**src/rtl/seven_seg_scan_reader.sv**
```systemverilog
// rtl/seven_seg_scan_reader.sv - glitch-filtered 4-digit seven-segment scan decoder with framed val/rdy output
module seven_seg_scan_reader #(
    parameter int STABLE_CYCLES = 4
) (
    input  logic        clk,
    input  logic        rst,
    input  logic [6:0]  seg,
    input  logic [3:0]  dsel,
    output logic        out_val,
    input  logic        out_rdy,
    output logic [15:0] out_digits,
    output logic [3:0]  out_err,
    output logic [7:0]  drop_count
);

    localparam logic [7:0] STABLE_MAX  = 8'(STABLE_CYCLES);
    localparam logic [7:0] STABLE_LAST = 8'(STABLE_CYCLES - 1);

    typedef enum logic {
        COLLECT = 1'b0,
        PRESENT = 1'b1
    } state_t;

    state_t      state;
    state_t      next_state;

    logic [6:0]  seg_q;
    logic [3:0]  dsel_q;
    logic [7:0]  cnt;
    logic        eq;
    logic        onehot;
    logic        capture;
    logic        complete;
    logic [3:0]  dec_val;
    logic        dec_err;

    logic [15:0] stage_digit;
    logic [3:0]  stage_err;
    logic [3:0]  seen;
    logic [15:0] merged_digit;
    logic [3:0]  merged_err;

    logic        load;
    logic        drop;

    assign eq       = ({seg, dsel} == {seg_q, dsel_q});
    assign onehot   = (dsel_q != 4'd0) && ((dsel_q & (dsel_q - 4'd1)) == 4'd0);
    assign capture  = eq && (cnt == STABLE_LAST) && onehot;
    assign complete = capture && ((seen | dsel_q) == 4'hF);
    assign out_val  = (state == PRESENT);

    // Input register and stability counter; the counter saturates so a run captures once
    always_ff @(posedge clk) begin
        if (rst) begin
            seg_q  <= 7'h7F;
            dsel_q <= 4'd0;
            cnt    <= 8'd0;
        end else begin
            seg_q  <= seg;
            dsel_q <= dsel;
            if (eq) begin
                cnt <= (cnt == STABLE_MAX) ? cnt : cnt + 8'd1;
            end else begin
                cnt <= 8'd0;
            end
        end
    end

    // Active-low pattern back to digit value; 00 is reported as 8 since 8 and A-F share it
    always_comb begin
        dec_val = 4'hF;
        dec_err = 1'b0;
        case (seg_q)
            7'h40:   dec_val = 4'd0;
            7'h79:   dec_val = 4'd1;
            7'h24:   dec_val = 4'd2;
            7'h30:   dec_val = 4'd3;
            7'h19:   dec_val = 4'd4;
            7'h12:   dec_val = 4'd5;
            7'h02:   dec_val = 4'd6;
            7'h78:   dec_val = 4'd7;
            7'h00:   dec_val = 4'd8;
            7'h18:   dec_val = 4'd9;
            default: begin
                dec_val = 4'hF;
                dec_err = 1'b1;
            end
        endcase
    end

    // Staging contents as they will be after this edge, so a completing capture is included
    always_comb begin
        merged_digit = stage_digit;
        merged_err   = stage_err;
        for (int i = 0; i < 4; i++) begin
            if (capture && dsel_q[i]) begin
                merged_digit[i*4 +: 4] = dec_val;
                merged_err[i]          = dec_err;
            end
        end
    end

    // Staging slots; seen restarts whenever a frame is completed, whether presented or dropped
    always_ff @(posedge clk) begin
        if (rst) begin
            stage_digit <= 16'd0;
            stage_err   <= 4'd0;
            seen        <= 4'd0;
        end else if (capture) begin
            stage_digit <= merged_digit;
            stage_err   <= merged_err;
            seen        <= complete ? 4'd0 : (seen | dsel_q);
        end
    end

    // Handshake state register
    always_ff @(posedge clk) begin
        if (rst) begin
            state <= COLLECT;
        end else begin
            state <= next_state;
        end
    end

    // Next state plus load/drop decisions for completed frames
    always_comb begin
        next_state = state;
        load       = 1'b0;
        drop       = 1'b0;
        case (state)
            COLLECT: begin
                if (complete) begin
                    load       = 1'b1;
                    next_state = PRESENT;
                end
            end
            PRESENT: begin
                if (complete) begin
                    if (out_rdy) begin
                        load = 1'b1;
                    end else begin
                        drop = 1'b1;
                    end
                end else if (out_rdy) begin
                    next_state = COLLECT;
                end
            end
            default: next_state = COLLECT;
        endcase
    end

    // Output frame registers and saturating drop counter
    always_ff @(posedge clk) begin
        if (rst) begin
            out_digits <= 16'd0;
            out_err    <= 4'd0;
            drop_count <= 8'd0;
        end else begin
            if (load) begin
                out_digits <= merged_digit;
                out_err    <= merged_err;
            end
            if (drop && (drop_count != 8'hFF)) begin
                drop_count <= drop_count + 8'd1;
            end
        end
    end

endmodule

```
**config.mk**
```make
export PLATFORM = sky130hd
export DESIGN_NAME = seven_seg_scan_reader
export DESIGN_NICKNAME = d
export VERILOG_FILES = /design/src/rtl/seven_seg_scan_reader.sv
export SDC_FILE = /design/constraint.sdc
export NUM_CORES = 1
export LEC_CHECK = 0
export CAP_MARGIN = 20
export CORE_ASPECT_RATIO = 0.6
export CORE_MARGIN = 10
export CORE_UTILIZATION = 35
export DETAILED_ROUTE_END_ITERATION = 12
export PLACE_DENSITY_LB_ADDON = 0.25
export SETUP_SLACK_MARGIN = 0.05
export SLEW_MARGIN = 20
export SYNTH_ARGS = -nofsm -noshare
export SYNTH_HDL_FRONTEND = slang
export SYNTH_SLANG_ARGS = --single-unit
```
**constraint.sdc**
```tcl
create_clock -name clk -period 4.01 [get_ports clk]
set_clock_uncertainty 0.05 [all_clocks]
set_input_delay 1.203 -clock clk [delete_from_list [all_inputs] [get_ports clk]]
set_output_delay 1.203 -clock clk [all_outputs]
set_load 0.02 [all_outputs]
```
==> results of run 1 <==
-- report_power, final --
part           total, mW  leakage [nW]  switching, mW  internal, mW
Clock              0.726         0.130          0.276         0.450
Sequential         0.735         0.583         0.0134         0.722
Combinational     0.0616         0.735         0.0317        0.0299
Total               1.52          1.45          0.321          1.20
-- per-layer routing --
| metal | up-vias | wire (um) | GRT usage (%) |
|---|---|---|---|
| li1 | 1291 | - | - |
| met1 | 1203 | 3798 | 15.43 |
| met2 | 60 | 3181 | 17.29 |
| met3 | 9 | 575 | 5.455 |
| met4 | 0 | 84 | 4.822 |
| met5 | - | 0 | 0 |
-- sequential cells by signal, indices dropped and copies added (netlist names) --
name and cells:
out_digits 16, stage_digit 16, cnt 8, drop_count 8, seg_q 7, dsel_q 4, out_err 4, seen 4
stage_err 4, out_val 1
-- stage by stage --
step           power [mW]  instances  setup WS (ns)
2_1_floorplan      0.7889        350          1.057
6_report            1.523        501         0.6675
4_1_cts             1.547        501         0.6702
5_1_grt             1.587        501         0.3767
3_5_place_dp       0.8114        486         0.3299
3_3_place_gp       0.8109        486         0.3771
-- cells in the final DEF, fill, tap and decap left out, drive strengths merged, types with 2 or more instances in the layout --
| master | count |
|---|---|
| dfxtp | 72 |
| nor2 | 46 |
| clkdlybuf4s50 | 42 |
| xor2 | 18 |
| nand3 | 16 |
| clkbuf | 15 |
| a21oi | 14 |
| mux2i | 13 |
| nor3 | 13 |
| inv | 12 |
| a211oi | 12 |
| nand2 | 12 |
| o22ai | 10 |
| nor2b | 9 |
| xnor2 | 9 |
| or2 | 9 |
| o21ai | 6 |
| and3 | 5 |
| o211a | 5 |
| buf | 5 |
| nand2b | 4 |
| or3b | 4 |
| o21bai | 4 |
| o211ai | 4 |
| nand4 | 4 |
| nor4 | 3 |
| nor4b | 3 |
| ha | 3 |
| o32a | 2 |
| nand3b | 2 |
| or4 | 2 |
| nor3b | 2 |
-- cells by family (layout without fill, tap and decap cells) --
| logic type | count (synthesis) | in the layout |
|---|---|---|
| adders and majority gates | 3 | 3 |
| and+or+nand+nor | 136 | 136 |
| buffers and inverters | 35 | 74 |
| AOI/OAI and AO/OA | 63 | 63 |
| DFF | 72 | 72 |
| muxes | 14 | 14 |
| xor gates and xnor gates | 27 | 27 |
-- worst max-delay path, delay by kind of cell --
family                 cells  cell delay (ns)
AND/OR/NAND/NOR            3             1.21
buffers and inverters      1             0.43
multiplexers               1             0.31
XOR/XNOR                   1             0.20
AO/OA/AOI/OAI              1             0.14
-- final timing paths --
path                   endpoint  depth (start not counted)  slack (ns)
setup reg to reg  out_digits[2]                          6        1.41
hold / removal          seen[1]                          2        0.42
setup / recovery  out_digits[2]                          7        0.67
hold reg to reg         seen[1]                          2        0.42
-- final cells by class --
type / count / share of cell area [%]
clock buffer: 15 / 6.796
multi-input combinational: 243 / 40.30
sequential: 72 / 36.58
timing repair buffer: 47 / 11.62
inverter: 12 / 1.143
tap: 112 / 3.557
==> flow_summary.toml, run 1 <==
[status]
status = "complete, no violations"

[cts]
cts_hold_buf = 0
numCtsBuffers = 9
post_cts_buffers = 0
clk_pin_slew_ns = 0.05
clock-sinks = 72
cts_tree = "done"
clk_latency_ns = 0.33
clockBufferDepth = 2
htree_levels = 3
cts_root_buf = "clkbuf_16"
cts_resized = 0

[synthesis]
yosys.area.top_type = "dfxtp_1"
yosysSeqAreaShare_pct = 45.09
ys_ff_latch = 72
synthAdderAreaFrac_pct = 1.174
netlist_top_cells_area = "dfxtp_1 45%, nor2_1 5.4%, xor2_1 4.9%"
synthFlopType = "dfxtp_1"
yosys-top-cells-count = "72 x dfxtp_1, 46 x nor2_1, 18 x xor2_1"
async_flop_share_pct = 0
netlist_area_sq_um = 3197
synth_most_common_cell = "dfxtp_1"
syn_inst = 350
synth_edf_count = 0
synth-xor-area-share_pct = 7.397
synth_compound_area_share_pct = 13.62
synth_cell_types = 47
synth_top_area_share_pct = 45.09
yosys.area_share.simple_pct = 22.90
synth_nets = 367
ys_warn_count = 0
synth_top_family_by_area = "simple AND/OR/NAND/NOR gates"
synthMuxAreaShare_pct = 4.423
synth.avg_cell_area_sq_um = 9.134

[global_route]
gr-total-overflow = 0
grt_pass1_vias = 2610
grt_max_degree = 53
grt_util_all_layers_pct = 12.08
antenna_found_initial = 0
grt_first_pass_wirelength_um = 12900

[cells_and_area]
multi_input_area_sq_um = 1588
regArea_sq_um = 1441
fill_cells = 837
layout.nets = 402
antenna_cells = 0
area_delta_synth_final_pct = 23.25
stdcell_area_sq_um = 3940
post-route-util_pct = 45.36
drive_gt1_share_pct = 7.969

[critical_path]
criticalPathCategory = "primary input to flip-flop"
path_cells = "clkdlybuf4s50_1, xor2_1, nor4_1, nand3_1, or3b_1, mux2i_1, o22ai_1"
critPathCaptureType = "flip-flop"
reg2reg_from = "seg_q[3]"
critPathMaxStageDelay_ns = 0.59
startpoint = "seg[6]"
cp.arrival_ns = 3.50
worst_setup_path_start_kind = "primary input"
cpMaxStageDelayCell = "or3b_1"
cp_max_fo = 7
worst_ep_required_time_ns = 4.17

[power_and_ir_drop]
ir_worst_vdd_mv = 0.1864
leakage_nw = 1.448
p_per_area_nw_per_um2 = 386.5

[floorplan]
io_pins = 43
die-area_sq_um = 13480
coreArea_sq_um = 8686
fp.dieH_um = 94.03
core.rowCount = 26
die_x_um = 143.4
start_util_pct = 36.80

[sta]
setup_viol = 0
post-route-period-util_pct = 83.35
grt_setup_unrepaired = "false"
worst_pin_slew_ns = 0.6118
fin_crit_ns = 3.342
holdWs_ns = 0.4160
tns_ns = 0
fmax_ghz = 0.2992
drv_slew = 0
slew_headroom_pct = 59.13
hold_viol = 0

[detailed_routing]
via_count = 2563
avgRoutedWirePerCell_um = 15.25
drc = 0
viasPerCell = 5.116
drt_iter0_markers = 154
postRouteAntennaNets = 0
dr.pass1.iters = 4
drt_wl_total_um = 7639

[placement]
place.gp.congestion = 0.8529
portBuffers = 42
dp_hpwl_um = 5539
dpl_cell_area_sq_um = 3672

[worst_hold_path]
hp-class = "flip-flop to flip-flop"
hp-start = "seen[1]"

[flow_run]
max_cap_viol_count = 0
Power figures use the tool's default switching activity.
==> run 2: changes to the inputs <==
clock period = 3.4 ns   (was 4.01 ns; I/O delays follow)
==> run 2 against run 1 <==
Against the previous run:
- wire length down 2.8%
- sequential cell count is the same
- global-route usage shrank 0.31 points
- sequential share of layout area is 1.0 points lower
- setup slack got worse by 0.42 ns
==> flow_summary.toml, run 2 (same netlist as run 1, synthesis figures left out) <==
[floorplan]
fp.dieH_um = 94.03
die-area_sq_um = 13480
start_util_pct = 36.80
io_pins = 43
die_x_um = 143.4
core.rowCount = 26
coreArea_sq_um = 8686

[cts]
cts_hold_buf = 0
cts_tree = "done"
clk_pin_slew_ns = 0.05
numCtsBuffers = 9
clock-sinks = 72
htree_levels = 3
cts_root_buf = "clkbuf_16"
clockBufferDepth = 2
clk_latency_ns = 0.33

[sta]
drv_slew = 0
fmax_ghz = 0.3172
slew_headroom_pct = 52.30
setup_viol = 0
hold_viol = 0
grt_setup_unrepaired = "false"
fin_crit_ns = 3.152
worst_pin_slew_ns = 0.7155
post-route-period-util_pct = 92.71

[critical_path]
cpMaxStageDelayCell = "or3b_1"
crit_buf_inv = 1
cp_max_fo = 7
critPathCaptureType = "flip-flop"
worst_setup_path_start_kind = "primary input"
cp.arrival_ns = 3.31
critPathMaxStageDelay_ns = 0.57
criticalPathCategory = "primary input to flip-flop"
path_delay_family = "simple AND/OR/NAND/NOR gates"
path_cells = "clkdlybuf4s50_1, xor2_1, nor4_1, nand3_1, or3b_1, mux2i_1, o22ai_1"
worst_ep_required_time_ns = 3.55

[placement]
portBuffers = 42
post-place-cells = 490
dp_hpwl_um = 5371
place.gp.congestion = 0.8726

[global_route]
grtUsageMet1_pct = 16.39
top_usage_layer = "met1"
antenna_found_initial = 0
met3_usage_pct = 5.657
grt_pass1_vias = 2519
grt_util_all_layers_pct = 11.77
grt_first_pass_wirelength_um = 12690
gr-total-overflow = 0
grt_max_degree = 53
met2_usage_pct = 15.48

[detailed_routing]
dr.pass1.iters = 4
drt_iter0_markers = 163
postRouteAntennaNets = 0
drc = 0
viasPerCell = 4.984
via_count = 2522
avgRoutedWirePerCell_um = 14.68
drt_wl_total_um = 7427

[power_and_ir_drop]
p_total_mw = 1.980
p_per_area_nw_per_um2 = 488.3
leakage_nw = 1.504
ir_worst_vdd_mv = 0.2666

[cells_and_area]
area_delta_synth_final_pct = 26.85
largestRegisters = "out_digits x16, stage_digit x16"
layout.nets = 406
drive_gt1_share_pct = 9.898
layout_common_cells = "72 x dfxtp_1, 46 x nor2_1, 42 x clkdlybuf4s50_1"
fin_cells = 506
layout_commonest_cell = "dfxtp_1"
antenna_cells = 0

[worst_hold_path]
hp-class = "flip-flop to flip-flop"

[status]
status = "complete, no violations"

[flow_run]
max_cap_viol_count = 0
==> run 2: cell count changes in the layout (fill, tap and decap cells not counted) <==
cell / change
buf_12: +1
clkbuf_8: +1
bufinv_16: +2
buf_4: +3
clkbuf_1: -2
nor4_1: -1
nor4_2: +1
==> run 2: per-layer routing <==
| layer | share of wire (%) | wire (um) |
|---|---|---|
| met1 | 53 | 3923 |
| met2 | 39 | 2873 |
| met3 | 7.6 | 563 |
| met4 | 0.90 | 67 |
| met5 | 0 | 0 |
==> run 2: final timing paths <==
check             from            end  slack, ns  cells after the start
max             seg[6]  out_digits[2]       0.25                      7
min            seen[1]        seen[1]       0.41                      2
max reg2reg  dsel_q[2]  out_digits[2]       0.87                      6
min reg2reg    seen[1]        seen[1]       0.41                      2
==> run 2: power by group <==
group	switching (mW)	internal, mW	total [mW]
clock network	0.335	0.703	1.04
logic	0.0381	0.0373	0.0754
registers	0.0159	0.851	0.867
==> run 2: what timing repair did <==
item,in CTS,in global routing
setup endpoints to repair,0,8
gates resized for setup,0,1
setup buffers,0,0
==> run 2: worst register-to-register path, delay by kind of cell, from the launching register on <==
family           cells  cell delay (ns)
AO/OA/AOI/OAI        2             0.51
flip-flops           1             0.38
multiplexers         1             0.35
AND/OR/NAND/NOR      3             1.11
==> run 2: through the flow <==
| step | hold slack (ns) | instance area [sq um] | setup WS [ns] | util, % | TNS [ns] |
|---|---|---|---|---|---|
| after floorplan | 0.3840 | 3197 | 0.6304 | - | 0 |
| after global placement | 0.4044 | 3715 | -0.08019 | 42.77 | -0.3121 |
| after detailed placement | 0.4030 | 3715 | -0.1004 | 42.77 | -0.5887 |
| after CTS | 0.4160 | 4049 | 0.2304 | 46.61 | 0 |
| after global routing | 0.4495 | 4055 | 0.05494 | 46.69 | 0 |
| final | 0.4137 | 4055 | 0.2479 | 46.69 | 0 |
==> run 2: area by class of cell <==
cell class                      instances  area, sq um
Clock buffer                           14        274.0
Clock inverter                          2        60.06
Fill cell                             826         4631
Inverter                               12        45.04
Multi-Input combinational cell        243         1594
Sequential cell                        72         1441
Tap cell                              112        140.1
Timing Repair Buffer                   51        500.5
